[src/rtl/circuit2_sched_pkg.sv]
// Shared definitions for the circuit2_sched block.
//   DATAWIDTH_DEF : default operand/result width
//   state_t       : sequencing FSM states, in execution order
package circuit2_sched_pkg;

  localparam int unsigned DATAWIDTH_DEF = 32;

  typedef enum logic [2:0] {
    IDLE  = 3'd0,
    S_D   = 3'd1,
    S_E   = 3'd2,
    S_F   = 3'd3,
    S_CMP = 3'd4,
    S_OUT = 3'd5
  } state_t;

endpackage

[src/rtl/alu_addsub.sv]
// Shared adder/subtractor, wraps modulo 2^DATAWIDTH.
//   a, b : operands
//   sub  : 1 = a - b, 0 = a + b
//   y    : result
module alu_addsub
  import circuit2_sched_pkg::*;
#(
  parameter int unsigned DATAWIDTH = DATAWIDTH_DEF
) (
  input  logic [DATAWIDTH-1:0] a,
  input  logic [DATAWIDTH-1:0] b,
  input  logic                 sub,
  output logic [DATAWIDTH-1:0] y
);

  always_comb begin
    y = sub ? (a - b) : (a + b);
  end

endmodule

[src/rtl/circuit2_sched.sv]
// Multi-cycle scheduled datapath:
//   d=a+b, e=a+c, f=a-b; g=(d<e)?e:d; h=(d==e)?f:g;
//   x=g<<(d<e), z=h>>>(d==e)  (signed compare, arithmetic right shift)
// One shared add/sub unit and one shared comparator, six-cycle operation.
//   clk     : rising-edge clock
//   rst     : asynchronous active-low reset
//   start   : request, sampled only in IDLE
//   a, b, c : signed operands
//   busy    : FSM not in IDLE
//   done    : one-cycle pulse after x/z update
//   x, z    : registered signed results
module circuit2_sched
  import circuit2_sched_pkg::*;
#(
  parameter int unsigned DATAWIDTH = DATAWIDTH_DEF
) (
  input  logic                 clk,
  input  logic                 rst,
  input  logic                 start,
  input  logic [DATAWIDTH-1:0] a,
  input  logic [DATAWIDTH-1:0] b,
  input  logic [DATAWIDTH-1:0] c,
  output logic                 busy,
  output logic                 done,
  output logic [DATAWIDTH-1:0] x,
  output logic [DATAWIDTH-1:0] z
);

  state_t state, state_nxt;

  logic [DATAWIDTH-1:0] ra, rb, rc;
  logic [DATAWIDTH-1:0] d, e, f, g;
  logic                 dlte, deqe;

  logic [DATAWIDTH-1:0] alu_b;
  logic                 alu_sub;
  logic [DATAWIDTH-1:0] alu_y;

  logic                 cmp_lt, cmp_eq;
  logic [DATAWIDTH-1:0] h, x_nxt, z_nxt;

  // Operand steering for the shared add/sub: S_D a+b, S_E a+c, S_F a-b.
  always_comb begin
    alu_b   = (state == S_E) ? rc : rb;
    alu_sub = (state == S_F);
  end

  alu_addsub #(
    .DATAWIDTH (DATAWIDTH)
  ) u_alu (
    .a   (ra),
    .b   (alu_b),
    .sub (alu_sub),
    .y   (alu_y)
  );

  // Shared signed comparator, only consumed in S_CMP.
  always_comb begin
    cmp_lt = $signed(d) < $signed(e);
    cmp_eq = (d == e);
  end

  // Output-stage muxes and shifters, consumed in S_OUT from registered flags.
  always_comb begin
    h     = deqe ? f : g;
    x_nxt = g << dlte;
    z_nxt = $unsigned($signed(h) >>> deqe);
  end

  always_comb begin
    state_nxt = state;
    busy      = (state != IDLE);
    unique case (state)
      IDLE:    state_nxt = start ? S_D : IDLE;
      S_D:     state_nxt = S_E;
      S_E:     state_nxt = S_F;
      S_F:     state_nxt = S_CMP;
      S_CMP:   state_nxt = S_OUT;
      S_OUT:   state_nxt = IDLE;
      default: state_nxt = IDLE;
    endcase
  end

  always_ff @(posedge clk or negedge rst) begin
    if (!rst) begin
      state <= IDLE;
    end else begin
      state <= state_nxt;
    end
  end

  always_ff @(posedge clk or negedge rst) begin
    if (!rst) begin
      ra   <= '0;
      rb   <= '0;
      rc   <= '0;
      d    <= '0;
      e    <= '0;
      f    <= '0;
      g    <= '0;
      dlte <= 1'b0;
      deqe <= 1'b0;
      x    <= '0;
      z    <= '0;
      done <= 1'b0;
    end else begin
      done <= 1'b0;
      unique case (state)
        IDLE: begin
          if (start) begin
            ra <= a;
            rb <= b;
            rc <= c;
          end
        end
        S_D:   d <= alu_y;
        S_E:   e <= alu_y;
        S_F:   f <= alu_y;
        S_CMP: begin
          dlte <= cmp_lt;
          deqe <= cmp_eq;
          g    <= cmp_lt ? e : d;
        end
        S_OUT: begin
          x    <= x_nxt;
          z    <= z_nxt;
          done <= 1'b1;
        end
        default: ;
      endcase
    end
  end

endmodule

[config.mk]
export PLATFORM = sky130hd
export DESIGN_NAME = circuit2_sched
export DESIGN_NICKNAME = d
export VERILOG_FILES = /design/src/rtl/circuit2_sched_pkg.sv /design/src/rtl/alu_addsub.sv /design/src/rtl/circuit2_sched.sv
export SDC_FILE = /design/constraint.sdc
export NUM_CORES = 1
export LEC_CHECK = 0
export ABC_AREA = 1
export CORE_UTILIZATION = 29
export DETAILED_ROUTE_END_ITERATION = 6
export GPL_ROUTABILITY_DRIVEN = 0
export SYNTH_ARGS = -nofsm -noshare
export SYNTH_HDL_FRONTEND = slang
export SYNTH_SLANG_ARGS = --single-unit
[constraint.sdc]
create_clock -name clk -period 4.4 [get_ports clk]
set_input_delay 0.44 -clock clk [delete_from_list [all_inputs] [get_ports clk]]
set_output_delay 0.44 -clock clk [all_outputs]
set_load 0.02 [all_outputs]
==> summary.md <==
| Metric | Value |
|---|---|
| Layout Area Growth over Synthesis | 23.2% |
| Initial drt markers | between 900 and 1000 |
| Effective utilization at floorplan | 0.296 |
| Routed length on met2 | just under 20 mm |
| Number of nets at the end of the flow | 2148 |
| Synth Register Bits | ~290 |
| Sink Count | 293 |
| RSZ-0062 raised after global routing | false |
| Status | complete, no violations |
| Measured slew at the worst slew-check pin | between 1 and 1.5 ns |
| Summed instance area of the synthesized netlist | roughly 16000 um2 |
| Chip Height | 235 um |
| Commonest cells after routing, fill and taps aside | 502 x sky130_fd_sc_hd__nand2_1, 291 x sky130_fd_sc_hd__dfrtp_1, 163 x sky130_fd_sc_hd__clkdlybuf4s50_1 |
| Crit Path Class | reg -> reg |
| Number of buffers created by CTS | 34 |
| Vias in the first global route | around 13000 |
| Vias | around 13000 |
| Startpoint class of the critical path | register |
| Post-detailed-route wirelength per cell | roughly 17 um |
| Die Wd | around 230 um |
| Maximum clock skew at final layout | about 0.026 ns |
| Synth warnings | 0 |
| Global-route wire length before repair | between 70 and 80 mm |
| Filler cells | 5341 |
| CTS max path bufs | 3 |
| Port Buf Inserts | ~160 |
| Max-slew violation count | 0 |
| DRC violations left | 0 |
| Drt first pass iters | 5 |
| Async set or reset register ratio after synthesis | 1.00 |
| Number of distinct library cells after synthesis | 42 |
| Worst R2R Setup Slack | approximately 0.33 ns |
| Count of flip-flops with a built-in enable after synthesis | 0 |
| Fin crit share | 0.924 |
| Diode insertion count for antenna repair | 0 |
| Seq/Total Area, Yosys | 0.466 |
| Most common cell after layout, fill and taps aside | sky130_fd_sc_hd__nand2_1 |
| Clock tree from TritonCTS | built |
| DPL Wire Length | between 30 and 40 mm |
| Post-Synthesis Net Count | 2006 |
| Required time of the worst setup path | between 4 and 5 ns |
| Number of antenna violations at the first check in global routing | 0 |
| Sum of overflow across all layers after global routing | 0 |
| Synth Flop Type | sky130_fd_sc_hd__dfrtp_1 |
| Top cells by area in the synthesized netlist | sky130_fd_sc_hd__dfrtp_1 47%, sky130_fd_sc_hd__nand2_1 12%, sky130_fd_sc_hd__mux2_2 6.5% |
| CP endpoint kind | register |
| Floorplan die area | approximately 55000 um2 |
| Standard-cell row count | 84 |
| Routed metal-1 wirelength | approximately 22 mm |
| Leading area contributor after synthesis | sky130_fd_sc_hd__dfrtp_1 |
| H-tree depth reported by CTS | 2 |
| Type of the worst min-delay path | reg -> reg |
| Per-instance average area after synthesis | roughly 8.5 um2 |
| Time the worst path needs with I/O delays and setup | approximately 4.1 ns |
| Proportion of netlist area held by the largest area contributor | 0.466 |
| Standard cell core area | 53100 um2 |
| Max-slew headroom | 0.288 |
| Synthesized instance count | between 1500 and 2000 |
| Fraction of final layout cells with drive strength greater than 1 | 0.101 |
| Total GRT Usage | 0.160 |
| Clock insertion delay at the later pin of the skew report | 0.54 ns |
| Largest net degree at the start of global routing | around 100 |
| Postcts setup bufs | 0 |
| Max-cap violations | 0 |
| Top achievable clock speed | around 0.25 GHz |
| Worst Path Max Fanout | 24 |
| Final hold violation count | 0 |
| Setup TNS | 0 ns |
| Clock transition time at the flip-flop clock pins of the worst setup and hold paths | 0.06 ns |
| Overall routed net length | around 45 mm |
| Number of vias per cell | a little under 5 |
| Post-route ant nets | 0 |
| Root buffer selected by CTS | sky130_fd_sc_hd__clkbuf_16 |
| Max layer used | met4 |
| Final-report setup violation count | 0 |
| I/O Pins | between 150 and 200 |
| Arr. time, crit path | about 4.5 ns |
| Wire length on met3 | between 2 and 3 mm |
what timing repair did:
item	in CTS	in global routing
resized for setup	0	3
hold buffers	1	0
endpoints found under the hold margin	24	0
endpoints found under the setup margin	0	35
kinds of logic (layout without fill, tap and decap cells):
logic type | after synthesis | count (layout) | share of synthesized area
and+or+nand+nor | 806 | 806 | 0.217
AOI/OAI and AO/OA | 329 | 329 | 0.123
DFF | 293 | 293 | 0.466
buffers and inverters | 220 | 386 | 0.0548
muxes | 91 | 91 | 0.0652
adders and majority gates | 64 | 64 | 0.0514
xor gates and xnor gates | 40 | 40 | 0.0223
through the flow:
stage / setup slack, ns / hold slack (ns) / cell area, um2 / utilization / std cells
floorplan: 1.19 / 0.144 / 15700 / - / 1843
global placement: 0.313 / 0.467 / 18100 / 0.342 / 2635
detailed placement: 0.252 / 0.471 / 18100 / 0.342 / 2635
CTS: 0.242 / 0.488 / 19400 / 0.365 / 2696
global route: 0.000205 / 0.506 / 19400 / 0.365 / 2697
finish: 0.334 / 0.481 / 19400 / 0.365 / 2697
state kept, by name, indices dropped and copies added, names as in the netlist:
| register | flops |
|---|---|
| d | 32 |
| e | 32 |
| g | 32 |
| ra | 32 |
| rb | 32 |
| rc | 32 |
| x | 32 |
| z | 32 |
| f | 31 |
| state | 3 |
| deqe | 1 |
| dlte | 1 |
| done | 1 |
synth_stat cells (2+ instances only):
library cell and n:
sky130_fd_sc_hd__nand3_1 150, sky130_fd_sc_hd__o21ai_0 141, sky130_fd_sc_hd__o31ai_1 3, sky130_fd_sc_hd__or2_2 8, sky130_fd_sc_hd__inv_1 130, sky130_fd_sc_hd__o21ai_1 5, sky130_fd_sc_hd__a21oi_1 68, sky130_fd_sc_hd__nor2_1 91
sky130_fd_sc_hd__mux2_2 91, sky130_fd_sc_hd__buf_1 9, sky130_fd_sc_hd__nand3b_1 18, sky130_fd_sc_hd__xor2_1 29, sky130_fd_sc_hd__ha_1 63, sky130_fd_sc_hd__dfrtp_1 293, sky130_fd_sc_hd__nor3_1 8, sky130_fd_sc_hd__inv_2 3
sky130_fd_sc_hd__nor4_1 5, sky130_fd_sc_hd__o21bai_1 3, sky130_fd_sc_hd__o21a_1 69, sky130_fd_sc_hd__nand4_1 13, sky130_fd_sc_hd__a31oi_1 2, sky130_fd_sc_hd__clkbuf_1 56, sky130_fd_sc_hd__nor2_2 5, sky130_fd_sc_hd__xnor2_1 11
sky130_fd_sc_hd__o211ai_1 34, sky130_fd_sc_hd__buf_2 18, sky130_fd_sc_hd__nand2_1 502
critical path: stages, from the launching register on:
cell	delay [ns]
sky130_fd_sc_hd__dfrtp_2	0.46
sky130_fd_sc_hd__clkinv_4	0.15
sky130_fd_sc_hd__nand3_4	0.17
sky130_fd_sc_hd__buf_4	0.29
sky130_fd_sc_hd__inv_2	0.06
sky130_fd_sc_hd__nand2_1	0.06
sky130_fd_sc_hd__nand2_1	0.10
sky130_fd_sc_hd__nor2_1	0.16
sky130_fd_sc_hd__nand4_1	0.15
sky130_fd_sc_hd__nor2_2	0.19
sky130_fd_sc_hd__nand2_1	0.14
sky130_fd_sc_hd__inv_2	0.08
sky130_fd_sc_hd__nand3_1	0.09
sky130_fd_sc_hd__nand2_1	0.07
sky130_fd_sc_hd__nand3_1	0.07
sky130_fd_sc_hd__nand2_1	0.08
sky130_fd_sc_hd__ha_1	0.30
sky130_fd_sc_hd__a21oi_1	0.27
sky130_fd_sc_hd__o21ai_0	0.17
sky130_fd_sc_hd__a21oi_1	0.29
sky130_fd_sc_hd__nor2_1	0.07
sky130_fd_sc_hd__nor2_1	0.14
sky130_fd_sc_hd__nand3_1	0.15
sky130_fd_sc_hd__nand3_1	0.12
sky130_fd_sc_hd__o21ai_0	0.09
worst paths after layout:
check	from	end	depth (start not counted)
max	state[2]	d[29]	24
min	f[4]	f[4]	2
max reg2reg	state[2]	d[29]	24
min reg2reg	f[4]	f[4]	2
max in group asynchronous	rst	state[2]	3
min in group asynchronous	rst	rc[29]	2
routing by layer:
metal	GRT usage	vias up
met1	0.234	6301
met4	0.0315	0
met2	0.250	414
met3	0.0250	46
li1	-	6447
met5	0	-
cell type report:
class / instances / area [um2] / share of cell area
clock buffer: 40 / 905 / 0.0467
multi-input combinational: 1330 / 7550 / 0.390
sequential: 293 / 7330 / 0.379
clock inverter: 20 / 325 / 0.0168
inverter: 135 / 512 / 0.0264
tap: 688 / 861 / 0.0444
timing repair buffer: 190 / 1880 / 0.0971
timing repair inverter: 1 / 5.00 / 0.000258
Power is not shown: default switching activity piles up to over one toggle a cycle in this logic, so the estimate is an artifact.
